## config.mk

```make
export PLATFORM = sky130hd
export DESIGN_NAME = spell_mem_banked
export DESIGN_NICKNAME = d
export VERILOG_FILES = /design/src/rtl/spell_mem_banked_pkg.sv /design/src/rtl/spell_mem_banked_code_bank.sv /design/src/rtl/spell_mem_banked.sv
export SDC_FILE = /design/constraint.sdc
export NUM_CORES = 2
export LEC_CHECK = 0
export CAP_MARGIN = 20
export CORE_ASPECT_RATIO = 1.4
export CORE_UTILIZATION = 25
export DETAILED_ROUTE_END_ITERATION = 12
export DONT_BUFFER_PORTS = 1
export PLACE_DENSITY = 0.41
export SKIP_CTS_REPAIR_TIMING = 1
export SLEW_MARGIN = 20
export SYNTH_ARGS = -nofsm -noshare
export SYNTH_HDL_FRONTEND = slang
export SYNTH_HIERARCHICAL = 1
export SYNTH_SLANG_ARGS = --single-unit
```

## constraint.sdc

```tcl
create_clock -name clk -period 5.3 [get_ports clk]
set_clock_uncertainty 0.1 [all_clocks]
set_input_delay 0.265 -clock clk [delete_from_list [all_inputs] [get_ports clk]]
set_output_delay 0.265 -clock clk [all_outputs]
set_load 0.05 [all_outputs]
```

## src/rtl/spell_mem_banked_pkg.sv

```systemverilog
// Shared constants and helpers for the SPELL banked memory slice.
package spell_mem_pkg;

    localparam int unsigned RAM32_WORDS = 32;
    localparam int unsigned RAM32_BYTES = 128;
    localparam logic [4:0]  INIT_LAST   = 5'd31;

    typedef enum logic {
        PH_INIT,
        PH_RUN
    } phase_e;

    // Ceiling log2, used for elaboration-time width calculations.
    function automatic int unsigned clog2(input int unsigned v);
        int unsigned r;
        for (r = 0; (32'd1 << r) < v; r++) begin
        end
        return r;
    endfunction

endpackage

```

## src/rtl/spell_mem_banked_code_bank.sv

```systemverilog
// One RAM32 code bank: bank-select and byte-lane write-enable decode in front
// of a 32x32 synchronous RAM (macro or behavioural stand-in).
module spell_code_bank
    import spell_mem_pkg::*;
#(
    parameter int unsigned BANK_W  = 1,
    parameter int unsigned BANK_ID = 0
) (
    input  logic              clk,
    input  logic              init_i,
    input  logic [4:0]        init_addr_i,
    input  logic [7:0]        fill_i,
    input  logic              req_i,
    input  logic              wr_i,
    input  logic [BANK_W-1:0] bank_i,
    input  logic [4:0]        word_i,
    input  logic [1:0]        lane_i,
    input  logic [7:0]        wdata_i,
    output logic [31:0]       rdata_o
);

    logic        hit;
    logic        en;
    logic [3:0]  we;
    logic [4:0]  a;
    logic [31:0] di;

    assign hit = (bank_i == BANK_W'(BANK_ID));

    // Init fill overrides normal accesses; a write only touches its own lane.
    always_comb begin
        en = 1'b0;
        we = '0;
        a  = word_i;
        di = {4{wdata_i}};
        if (init_i) begin
            en = 1'b1;
            we = '1;
            a  = init_addr_i;
            di = {4{fill_i}};
        end else if (req_i && hit) begin
            en = 1'b1;
            if (wr_i) begin
                we[lane_i] = 1'b1;
            end
        end
    end

`ifdef SPELL_USE_RAM32_MACRO
    RAM32 u_ram (
        .CLK (clk),
        .EN0 (en),
        .WE0 (we),
        .A0  (a),
        .Di0 (di),
        .Do0 (rdata_o)
    );
`else
    logic [31:0] mem_q [RAM32_WORDS];
    logic [31:0] rdata_q;

    // Behavioural RAM32: per-byte write, registered read of the old contents.
    always_ff @(posedge clk) begin
        if (en) begin
            for (int unsigned i = 0; i < 4; i++) begin
                if (we[i]) begin
                    mem_q[a][8*i +: 8] <= di[8*i +: 8];
                end
            end
            rdata_q <= mem_q[a];
        end
    end

    assign rdata_o = rdata_q;
`endif

endmodule

```

## src/rtl/spell_mem_banked.sv

```systemverilog
// SPELL internal memory: banked RAM32 code memory with init fill, flip-flop
// data memory, wait states, range check and select/data_ready handshake.
module spell_mem_banked
    import spell_mem_pkg::*;
#(
    parameter int unsigned ADDR_W        = 8,
    parameter int unsigned CODE_BANKS    = 2,
    parameter int unsigned DATA_MEM_SIZE = 32,
    parameter int unsigned WAIT_CYCLES   = 0,
    parameter logic [7:0]  CODE_FILL     = 8'hFF
) (
    input  logic              clk,
    input  logic              rst_n,
    input  logic              select,
    input  logic [ADDR_W-1:0] addr,
    input  logic [7:0]        data_in,
    input  logic              memory_type_data,
    input  logic              write,
    output logic [7:0]        data_out,
    output logic              data_ready,
    output logic              busy,
    output logic              error
);

    localparam int unsigned BANK_W     = ADDR_W - 7;
    localparam int unsigned NSLOT      = 1 << BANK_W;
    localparam int unsigned DATA_AW    = clog2(DATA_MEM_SIZE);
    localparam int unsigned CODE_LIMIT = CODE_BANKS * RAM32_BYTES;

    phase_e              phase_q;
    logic [4:0]          init_addr_q;
    logic [2:0]          cnt_q;
    logic                ready_q;
    logic                err_q;
    logic                rd_q;
    logic                type_q;
    logic [BANK_W-1:0]   bank_q;
    logic [1:0]          lane_q;
    logic [7:0]          dout_q;
    logic [7:0]          dmem_q [DATA_MEM_SIZE];

    logic [31:0]         addr_ext;
    logic                oor;
    logic                busy_w;
    logic                go;
    logic                code_req;
    logic                code_wr;
    logic [BANK_W-1:0]   bank_a;
    logic [DATA_AW-1:0]  didx;
    logic [31:0]         bank_rdata [NSLOT];
    logic [31:0]         sel_word;

    assign busy_w   = (phase_q == PH_INIT);
    assign addr_ext = {{(32-ADDR_W){1'b0}}, addr};
    assign oor      = memory_type_data ? (addr_ext >= DATA_MEM_SIZE)
                                       : (addr_ext >= CODE_LIMIT);
    assign bank_a   = addr[ADDR_W-1:7];
    assign didx     = addr[DATA_AW-1:0];

    // Execution is gated by rst_n so a reset landing on the execute cycle
    // cannot commit the combinationally-decoded RAM write.
    assign go       = rst_n && !busy_w && select && !ready_q && (cnt_q == 3'd0);
    assign code_req = rst_n && !busy_w && select && !memory_type_data;
    assign code_wr  = go && write && !memory_type_data && !oor;

    for (genvar b = 0; b < NSLOT; b++) begin : g_bank
        if (b < CODE_BANKS) begin : g_inst
            spell_code_bank #(
                .BANK_W  (BANK_W),
                .BANK_ID (b)
            ) u_bank (
                .clk         (clk),
                .init_i      (busy_w),
                .init_addr_i (init_addr_q),
                .fill_i      (CODE_FILL),
                .req_i       (code_req),
                .wr_i        (code_wr),
                .bank_i      (bank_a),
                .word_i      (addr[6:2]),
                .lane_i      (addr[1:0]),
                .wdata_i     (data_in),
                .rdata_o     (bank_rdata[b])
            );
        end else begin : g_empty
            assign bank_rdata[b] = '0;
        end
    end

    // Init sequencer, wait counter, handshake and data memory.
    always_ff @(posedge clk) begin
        if (!rst_n) begin
            phase_q     <= PH_INIT;
            init_addr_q <= '0;
            cnt_q       <= '0;
            ready_q     <= 1'b0;
            err_q       <= 1'b0;
            rd_q        <= 1'b0;
            type_q      <= 1'b0;
            bank_q      <= '0;
            lane_q      <= '0;
            dout_q      <= '0;
            for (int unsigned i = 0; i < DATA_MEM_SIZE; i++) begin
                dmem_q[i] <= '0;
            end
        end else begin
            if (phase_q == PH_INIT) begin
                init_addr_q <= init_addr_q + 5'd1;
                if (init_addr_q == INIT_LAST) begin
                    phase_q <= PH_RUN;
                end
            end
            if (busy_w || !select) begin
                ready_q <= 1'b0;
                err_q   <= 1'b0;
                cnt_q   <= 3'(WAIT_CYCLES);
            end else if (!ready_q) begin
                if (cnt_q != 3'd0) begin
                    cnt_q <= cnt_q - 3'd1;
                end else begin
                    ready_q <= 1'b1;
                    err_q   <= oor;
                    rd_q    <= !write;
                    type_q  <= memory_type_data;
                    bank_q  <= bank_a;
                    lane_q  <= addr[1:0];
                    if (memory_type_data) begin
                        dout_q <= oor ? 8'h00 : dmem_q[didx];
                        if (write && !oor) begin
                            dmem_q[didx] <= data_in;
                        end
                    end
                end
            end
        end
    end

    assign sel_word = bank_rdata[bank_q];

    // Output mux; anything but a completed in-range read shows 8'h00.
    always_comb begin
        data_out = 8'h00;
        if (ready_q && !err_q && rd_q) begin
            data_out = type_q ? dout_q : sel_word[8*lane_q +: 8];
        end
    end

    assign data_ready = ready_q;
    assign busy       = busy_w;
    assign error      = err_q;

endmodule

```

==> flow_metrics.env <==
export IMPL_setup_viol=0
export IMPL_critical_path_max_stage_delay_ns=0.69
export IMPL_synthFlopType="edfxtp_1"
export IMPL_grt_pass1_wl_mm=401
export IMPL_p_int_mw=31.2
export IMPL_yosys_warnings=6
export IMPL_dr_pass1_iters=5
export IMPL_placed_area_sq_um=104000
export IMPL_hold_path_class="in -> reg"
export IMPL_worstMarginPinSlew_ns=1.12
export IMPL_synth_edf_count=2368
export IMPL_maxSlewHeadroom_pct=25.1
export IMPL_syn_avg_cell_area_sq_um=18.2
export IMPL_vias_per_cell=4.60
export IMPL_setup_tns_ns=0
export IMPL_nets=5612
export IMPL_synth_top_area_share_pct=74.8
export IMPL_cellPowerDensity_nw_per_um2=362
export IMPL_drive_gt1_share_pct=19.0
export IMPL_cts_root_buffer_cell="clkbuf_16"
export IMPL_fillers=37300
export IMPL_place_congestion=0.788
export IMPL_netlist_cell_type_count=80
export IMPL_dieHeight_um=732
export IMPL_fp_dieW_um=523
export IMPL_crit_path_frequent_cell="buf_4"
export IMPL_p_clk_share_pct=40.5
export IMPL_peakVddDrop_v=0.000260
export IMPL_row_count=267
export IMPL_synth_cells=5226
export IMPL_htree_levels=4
export IMPL_drc=0
export IMPL_hold_viol=0
export IMPL_ys_ff_latch=2392
export IMPL_cp_end_kind="register"
export IMPL_cp_max_fo=55
export IMPL_yosys_area_top_type="edfxtp_1"
export IMPL_critPathArrivalTime_ns=4.90
export IMPL_antenna_found_initial=20
export IMPL_seq_area_frac_synth_pct=75.3
export IMPL_track_usage_pct=14.6
export IMPL_finalCriticalPeriod_ns=4.39
export IMPL_dp_hpwl_mm=181
export IMPL_mostFrequentLayoutCells="2,368 x edfxtp_1, 661 x mux2i_1, 392 x buf_4, 320 x o22ai_1, 260 x and2_1"
export IMPL_grt_max_degree=145
export IMPL_crit_path_top_delay_cell="mux2_8"
export IMPL_cp_buffers_inverters=4
export IMPL_dp_slack_ns=0.938
export IMPL_switching_share_pct=22.6
export IMPL_setup_ws_ns=0.910
export IMPL_status="completed"
export IMPL_clkTransAtPathRegs_ns=0.07
export IMPL_rsz0062_at_grt="no"
export IMPL_maxCapViolCount=0
export IMPL_seqPwrFrac_pct=53.2
export IMPL_initialDrtViolationCount=3280
export IMPL_min_period_over_period_pct=82.8
export IMPL_ant_nets=0
export IMPL_vias=49600
export IMPL_final_util_pct=29.5
export IMPL_synth_area_sq_um=95000
export IMPL_seq_area_sq_um=71600
export IMPL_cts_buffers=234
export IMPL_core_sq_um=378000
export IMPL_fmax_mhz=228
export IMPL_cp_required_ns=5.81
export IMPL_cp_top_family="buffers and inverters"
export IMPL_cts_tree="done"
export IMPL_power_frac_comb_pct=6.3
export IMPL_clockBufferDepth=4
export IMPL_grt_pass1_vias=51700
export IMPL_drv_slew=0
export IMPL_multi_input_area_sq_um=22300
export IMPL_io_pins=32
export IMPL_clock_latency_ns=0.87
export IMPL_crit_path_cell_trace="inv_4 > mux2_8 > buf_12 > buf_4 > buf_4 > mux2i_1 > o22ai_1 > nor4_1 > nand2_1"
export IMPL_grt_ovfl_total=0
export IMPL_async_flop_share_pct=0
export IMPL_final_cell_area_sq_um=111000
export IMPL_syn2layout_area_growth_pct=17.3
export IMPL_yosys_top_cells_area="edfxtp_1 75%, mux2i_1 7.0%, mux4_2 4.9%, o22ai_1 2.1%, and2_1 1.7%"
export IMPL_numPortBuffers=0
export IMPL_wl_mm=289
export IMPL_power_switching_mw=9.12
export IMPL_dieArea_sq_um=383000
export IMPL_clock_sinks=2392
export IMPL_initial_core_util_pct=25.1
export IMPL_wire_per_inst_um=26.8
export IMPL_final_common_cell="edfxtp_1"
export IMPL_cp_start_kind="register"
export IMPL_crit_type="reg -> reg"
export IMPL_p_leak_nw=36.2
## final timing paths
kind	startpoint	to	slack [ns]	cells past startpoint
worst max-delay path	phase_q	g_bank[0].g_inst.u_bank/rdata_o[8]	0.91	9
worst min-delay path	addr[6]	g_bank[0].g_inst.u_bank/mem_q[11][31]	0.05	4
worst max register to register	phase_q	g_bank[0].g_inst.u_bank/rdata_o[8]	0.91	9
worst min register to register	dout_q[7]	dout_q[7]	0.41	1
## routing by layer
metal / track usage (%) / part of all wire (%) / vias up
li1: - / - / 22000
met1: 16.9 / 39 / 26200
met2: 27.5 / 54 / 1029
met3: 1.94 / 3.8 / 368
met4: 4.10 / 3.0 / 8
met5: 0 / 0.017 / -
## power groups by stage
| stage | Clock, mW | Combinational, mW | Sequential (mW) |
|---|---|---|---|
| after floorplan | 0 | 1.53 | 21.6 |
| after global placement | 0 | 2.51 | 21.8 |
| after detailed placement | 0 | 2.53 | 21.8 |
| after CTS | 16.8 | 2.53 | 21.4 |
| after global routing | 17.4 | 2.71 | 21.4 |
| final | 16.3 | 2.54 | 21.4 |
## worst min-delay path, delay by kind of cell
kind          cells  cell delay [ns]
simple gates      3             0.31
buf+inv           1             0.30
## final cells by class
cell class,count,area share [%]
repair buffers,461,3.53
multi-input cells,2491,20.0
flip-flops and latches,2392,64.2
clock inverters,133,1.05
well taps,4976,5.59
clock buffers,293,5.52
inverters,7,0.0258
diodes,13,0.0292
## stage by stage
stage                     hold WS [ns]  total power, mW  std cells
after floorplan                  0.334             23.2       5241
after global placement           0.346             24.3      10300
after detailed placement         0.357             24.4      10300
after CTS                       -0.604             40.8      10700
after global routing            0.0110             41.5      10800
final                           0.0467             40.3      10800
## kinds of logic after synthesis
logic type                 synth area share [%]
xor gates and xnor gates                 0.0369
other                                   0.00395
and+or+nand+nor                            5.37
AOI/OAI and AO/OA                          5.15
buffers and inverters                      1.96
DFF                                        75.3
muxes                                      12.1
adders and majority gates                0.0527
## sequential cells by signal, summed over array words and instances (netlist names), 2 cells and up
name	count
g_bank.g_inst.u_bank/mem_q	2048
dout_q	8
cnt_q	3
lane_q	2
dmem_q	256
init_addr_q	5
g_bank.g_inst.u_bank/rdata_o	64
## cells in the mapped netlist, types with 4 or more instances
library cell,number
dfxtp_1,24
a22oi_1,44
nand3_1,6
and3_1,4
clkbuf_2,6
nor4bb_1,4
and2_1,260
a221oi_2,18
inv_1,7
nor2b_1,9
mux2i_1,663
nand4bb_1,8
buf_1,16
nor2_4,12
ha_1,4
a21oi_1,17
a221oi_1,8
and4b_1,4
o21ai_1,15
nor3_1,245
a22o_1,143
nor2_1,77
or2_1,5
nand4_1,37
nor4_1,81
o21ai_0,119
clkbuf_1,153
nor3b_1,5
xnor2_1,4
buf_6,34
nor2_2,4
mux4_2,206
or4b_1,4
buf_4,25
nand2_1,63
nand2b_1,8
mux2_2,17
buf_2,115
o22ai_1,320
edfxtp_1,2368
(Power assumes the default switching activity.)
